File: config.mk
export PLATFORM = sky130hd
export DESIGN_NAME = mac_seq_ctrl
export DESIGN_NICKNAME = d
export VERILOG_FILES = /design/src/rtl/mac_seq_ctrl.sv
export SDC_FILE = /design/constraint.sdc
export NUM_CORES = 1
export LEC_CHECK = 0
export ABC_AREA = 1
export BUFFER_PORTS_ARGS = -buffer_cell sky130_fd_sc_hd__buf_2
export CORE_ASPECT_RATIO = 0.7
export CORE_UTILIZATION = 45
export DETAILED_ROUTE_END_ITERATION = 16
export PLACE_DENSITY = 0.8
export SETUP_SLACK_MARGIN = 0.02
export SLEW_MARGIN = 20
export SYNTH_ARGS = -nofsm -noshare
export SYNTH_HDL_FRONTEND = slang
export SYNTH_SLANG_ARGS = --single-unit
File: constraint.sdc
create_clock -name clk -period 5.45 [get_ports clk]
set_clock_uncertainty 0.1 [all_clocks]
set_input_delay 0.2725 -clock clk [delete_from_list [all_inputs] [get_ports clk]]
set_output_delay 0.2725 -clock clk [all_outputs]
set_load 0.02 [all_outputs]
File: src/rtl/mac_seq_ctrl.sv
// Dot-product sequencer: clears the shared MAC, streams len weight/input pairs
// from synchronous-read memories into it, then captures the accumulated result.
module mac_seq_ctrl #(
  parameter int unsigned ADDR_W = 8,
  parameter int unsigned DATA_W = 8,
  parameter int unsigned ACC_W  = 16
) (
  input  logic              clk,
  input  logic              rst,
  input  logic              start,
  input  logic [ADDR_W-1:0] len,
  input  logic [ADDR_W-1:0] w_base,
  input  logic [ADDR_W-1:0] x_base,
  output logic              rd_en,
  output logic [ADDR_W-1:0] w_addr,
  output logic [ADDR_W-1:0] x_addr,
  input  logic [DATA_W-1:0] w_rdata,
  input  logic [DATA_W-1:0] x_rdata,
  output logic              mac_rst,
  output logic [DATA_W-1:0] mac_a,
  output logic [DATA_W-1:0] mac_b,
  input  logic [ACC_W-1:0]  mac_out,
  output logic              busy,
  output logic              done,
  output logic [ACC_W-1:0]  result
);

  typedef enum logic [2:0] {IDLE, CLEAR, FETCH, DRAIN, CAPTURE} state_t;

  state_t              state_q, state_d;
  logic [ADDR_W-1:0]   len_q, len_d;
  logic [ADDR_W-1:0]   wb_q, wb_d;
  logic [ADDR_W-1:0]   xb_q, xb_d;
  logic [ADDR_W-1:0]   idx_q, idx_d;
  logic                valid_q, valid_d;
  logic                done_q, done_d;
  logic [ACC_W-1:0]    result_q, result_d;
  logic                fetch_c;
  logic                clear_c;

  always_ff @(posedge clk) begin
    if (rst) begin
      state_q  <= IDLE;
      len_q    <= '0;
      wb_q     <= '0;
      xb_q     <= '0;
      idx_q    <= '0;
      valid_q  <= 1'b0;
      done_q   <= 1'b0;
      result_q <= '0;
    end else begin
      state_q  <= state_d;
      len_q    <= len_d;
      wb_q     <= wb_d;
      xb_q     <= xb_d;
      idx_q    <= idx_d;
      valid_q  <= valid_d;
      done_q   <= done_d;
      result_q <= result_d;
    end
  end

  always_comb begin
    state_d  = state_q;
    len_d    = len_q;
    wb_d     = wb_q;
    xb_d     = xb_q;
    idx_d    = idx_q;
    result_d = result_q;
    done_d   = 1'b0;
    fetch_c  = 1'b0;
    clear_c  = 1'b0;
    case (state_q)
      IDLE: begin
        if (start) begin
          len_d   = len;
          wb_d    = w_base;
          xb_d    = x_base;
          state_d = CLEAR;
        end
      end
      CLEAR: begin
        clear_c = 1'b1;
        idx_d   = '0;
        state_d = (len_q == '0) ? CAPTURE : FETCH;
      end
      FETCH: begin
        fetch_c = 1'b1;
        idx_d   = idx_q + ADDR_W'(1);
        if (idx_q == len_q - ADDR_W'(1)) state_d = DRAIN;
      end
      DRAIN: state_d = CAPTURE;
      CAPTURE: begin
        result_d = mac_out;
        done_d   = 1'b1;
        state_d  = IDLE;
      end
      default: state_d = IDLE;
    endcase
  end

  // Read data arrives one cycle after the strobe, so the operand-valid flag
  // is simply the strobe delayed by one clock.
  assign valid_d = fetch_c & ~rst;
  assign rd_en   = fetch_c & ~rst;
  assign w_addr  = wb_q + idx_q;
  assign x_addr  = xb_q + idx_q;
  assign mac_rst = rst | clear_c;
  assign mac_a   = (valid_q && !rst) ? w_rdata : '0;
  assign mac_b   = (valid_q && !rst) ? x_rdata : '0;
  assign busy    = (state_q != IDLE);
  assign done    = done_q;
  assign result  = result_q;

endmodule

==> implementation parameters <==
Parameter                              Value

Outcome
  Status    finished clean

Detailed routing
  Iteration count of the initial detailed-routing pass    4
  Remaining antenna violation count after routing    0
  Via Count    2,954
  Per-cell via count in the routed design    4.85
  1st-iter DRT viols    99
  Remaining design rule violation count    0
  DRT Wirelength    7500 um
  WL/cell    12.3 um

Clocking
  Number of sinks handled by clock tree synthesis    53
  Hold buffer count at CTS    0
  Post-CTS Setup Repair Bufs    0
  Max clock buf depth    2
  Clock-pin slew reported for the worst setup and hold paths after clock tree synthesis    110 ps
  Resize count post-CTS    0
  Latest clock arrival within the worst-skew pair    310 ps
  Inserted Clock Buffers    5
  Cell chosen for the clock root    clkbuf_8
  CTS tree    done
  Total number of H-tree levels    2

Power
  Power Internal    0.714 mW
  Power density cells    334 mW/mm^2
  Leak pwr    1.91 nW
  Share of power burned in the clock network    19.9%
  Reg power frac    40.4%
  Combinational fraction of design power    39.7%
  Net switching power    0.507 mW
  Switching Share    41.5%
  Maximum VDD drop    173 uV

Floorplan
  Floorplan die area    0.00692 sq mm
  Top-Level Pins    111
  Floorplan die width    99.0 um
  Floorplan core area    0.00631 sq mm
  Site Rows    24
  Initial standard-cell utilization of the core    47.0%
  Height of the die    69.9 um

Place
  Count of buffers from port buffering    110
  Last weighted congestion value of the routability-driven placer    0.868
  Placed instance count    601
  Total half-perimeter wirelength after legalization and detailed placement    5620 um

Min path
  Min-Delay Path Class    input pin to flop
  Hold Path Depth    3

STA
  Number of hold violations in the final report    0
  Highest clock rate    366 MHz
  Transition time at the pin with the least slew margin    539 ps
  Worst max-slew margin expressed relative to the limit    63.7%
  Final Max Tran Viols    0
  Share of the clock period used by the worst path after layout    50.1%
  Post-layout minimum cycle time    2730 ps
  RSZ-0062 raised after global routing    false
  Total negative setup slack    0 ps
  Final number of setup-violating endpoints    0

Worst setup path
  Setup Crit Path Kind    flop to output port
  Critical Path RT    5080 ps
  Critical path depth in cells    9
  Max incr delay on CP    520 ps
  Critical-path cell list    ha_1 > inv_1 > fa_1 > o21ai_1 > nand2_1 > a21oi_1 > nor2_1 > xnor2_1 > buf_2
  WP data arrival    2360 ps
  Critical Path Sink Type    output port
  Critical Path Fanout Max    8
  Kind of cell adding the most delay to the critical path    adder cells
  Critical path's slowest cell    dfxtp_1
  Worst r2r path cells    14
  Kind of start point of the critical path    flop
  Number of buffer and inverter instances along the worst setup path    2

Layout
  # diodes    0
  NumNets Final    608
  Cell Count, Final, Fillers Out    609
  Area growth from synthesis to layout    23.2%
  Share of final-layout standard cells stronger than drive strength 1    26.2%

Logic synthesis
  Async S/R FF share, synth    0%
  Average cell area after synthesis    6.96 sq um
  Cells after synthesis    426
  Cell with the most instances after synthesis    inv_1
  Proportion of netlist area held by the largest area contributor    35.8%
  Yosys synthesis warning count    0
  Cell accounting for the most synthesized area    dfxtp_1
  Top cells by area, synth    dfxtp_1 (36%), inv_1 (8.4%), nor2_1 (8.0%)
  Post-synth EDFFs    0
  Synth Cell Area    0.00297 sq mm
  Flip-flop and latch count after synthesis    53
  Syn_nets    504
  Most frequent cells after synthesis    inv_1 (66), nor2_1 (63), dfxtp_1 (53)
  Most used flip-flop cell after synthesis    dfxtp_1
  Count of cell types in the netlist    32
  Post-synthesis sequential area ratio    35.8%

Global route
  Total global-route track usage    21.9%
  Wire length of the first global-routing pass    12,200 um
  Via count of the first global-routing pass    2,584
  Residual overflow from global routing    0
  Antenna violations before repair    0
  Pin count of the biggest net entering global routing    49

Run
  Max capacitance violation total    0
==> metrics by stage <==
step,setup slack (ps),hold slack [ps],area (sq um),util [%],total power [mW]
after floorplan,3220,328,2970,-,0.851
after global placement,3130,339,3550,56.3,0.969
after detailed placement,3110,345,3550,56.3,0.983
after CTS,2740,95.1,3650,58.0,1.23
after global routing,2570,109,3650,58.0,1.31
final,2720,100,3650,58.0,1.22
==> routing by layer <==
layer | share of wire, % | GRT usage [%] | vias up
met5 | 0 | 0 | -
met4 | 0.47 | 4.64 | 0
met3 | 3.9 | 2.50 | 2
met2 | 48 | 36.9 | 66
met1 | 48 | 30.2 | 1323
li1 | - | - | 1563
==> power groups by stage <==
| stage | logic, mW | clock network [mW] | registers (mW) |
|---|---|---|---|
| 3_5_place_dp | 0.482 | 0 | 0.501 |
| 5_1_grt | 0.545 | 0.265 | 0.501 |
| 3_3_place_gp | 0.470 | 0 | 0.499 |
| 4_1_cts | 0.486 | 0.248 | 0.493 |
| 2_1_floorplan | 0.345 | 0 | 0.506 |
| 6_report | 0.485 | 0.243 | 0.494 |
==> layout by cell type (no fill, tap or decap), types with 2 or more instances in the layout <==
cell	Yosys	final
a211oi_1	2	2
a21oi_1	44	44
buf_2	4	110
buf_4	2	2
clkbuf_8	0	5
clkinv_4	0	2
dfxtp_1	53	53
fa_1	2	2
ha_1	17	17
inv_1	66	66
inv_2	8	8
nand2_1	52	52
nand2_2	2	2
nand3_1	15	15
nand4_1	4	4
nor2_1	63	63
nor2_2	5	5
o211ai_1	2	2
o21ai_0	45	45
o21ai_1	5	5
xnor2_1	10	10
xor2_1	6	6
==> area by class of cell <==
cell class / count / area (sq um)
fill: 602 / 2650
inverter: 75 / 282
timing repair buffer: 112 / 566
multi-input combinational: 283 / 1550
tap: 78 / 97.6
clock buffer: 5 / 68.8
clock inverter: 3 / 33.8
sequential: 53 / 1060
==> path summary, 6_finish.rpt <==
check	startpoint	end	slack, ps
hold / removal	mac_out[0]	result[0]	100
hold reg to reg	wb_q[0]	wb_q[0]	360
setup reg to reg	len_q[0]	state_q[0]	3690
setup / recovery	idx_q[0]	x_addr[6]	2720
==> flip-flops by register name (all words and copies together), names as in the netlist <==
signal / count
done: 1
idx_q: 8
len_q: 8
result: 16
state_q: 3
valid_q: 1
wb_q: 8
xb_q: 8
==> cells by family after synthesis <==
kind of cell | count (synthesis) | synth area share (%)
buffers and inverters | 90 | 12.1
AND/OR/NAND/NOR | 146 | 20.9
flip-flops | 53 | 35.8
XOR/XNOR | 16 | 4.73
AO/OA/AOI/OAI | 102 | 18.0
adder cells (fa/ha/maj) | 19 | 8.52
==> tightest hold or removal path: stages <==
cell and delay (ps):
buf_2 70, o21ai_0 70, nor2_1 80
Note: power is estimated with default switching activity, not from simulation.
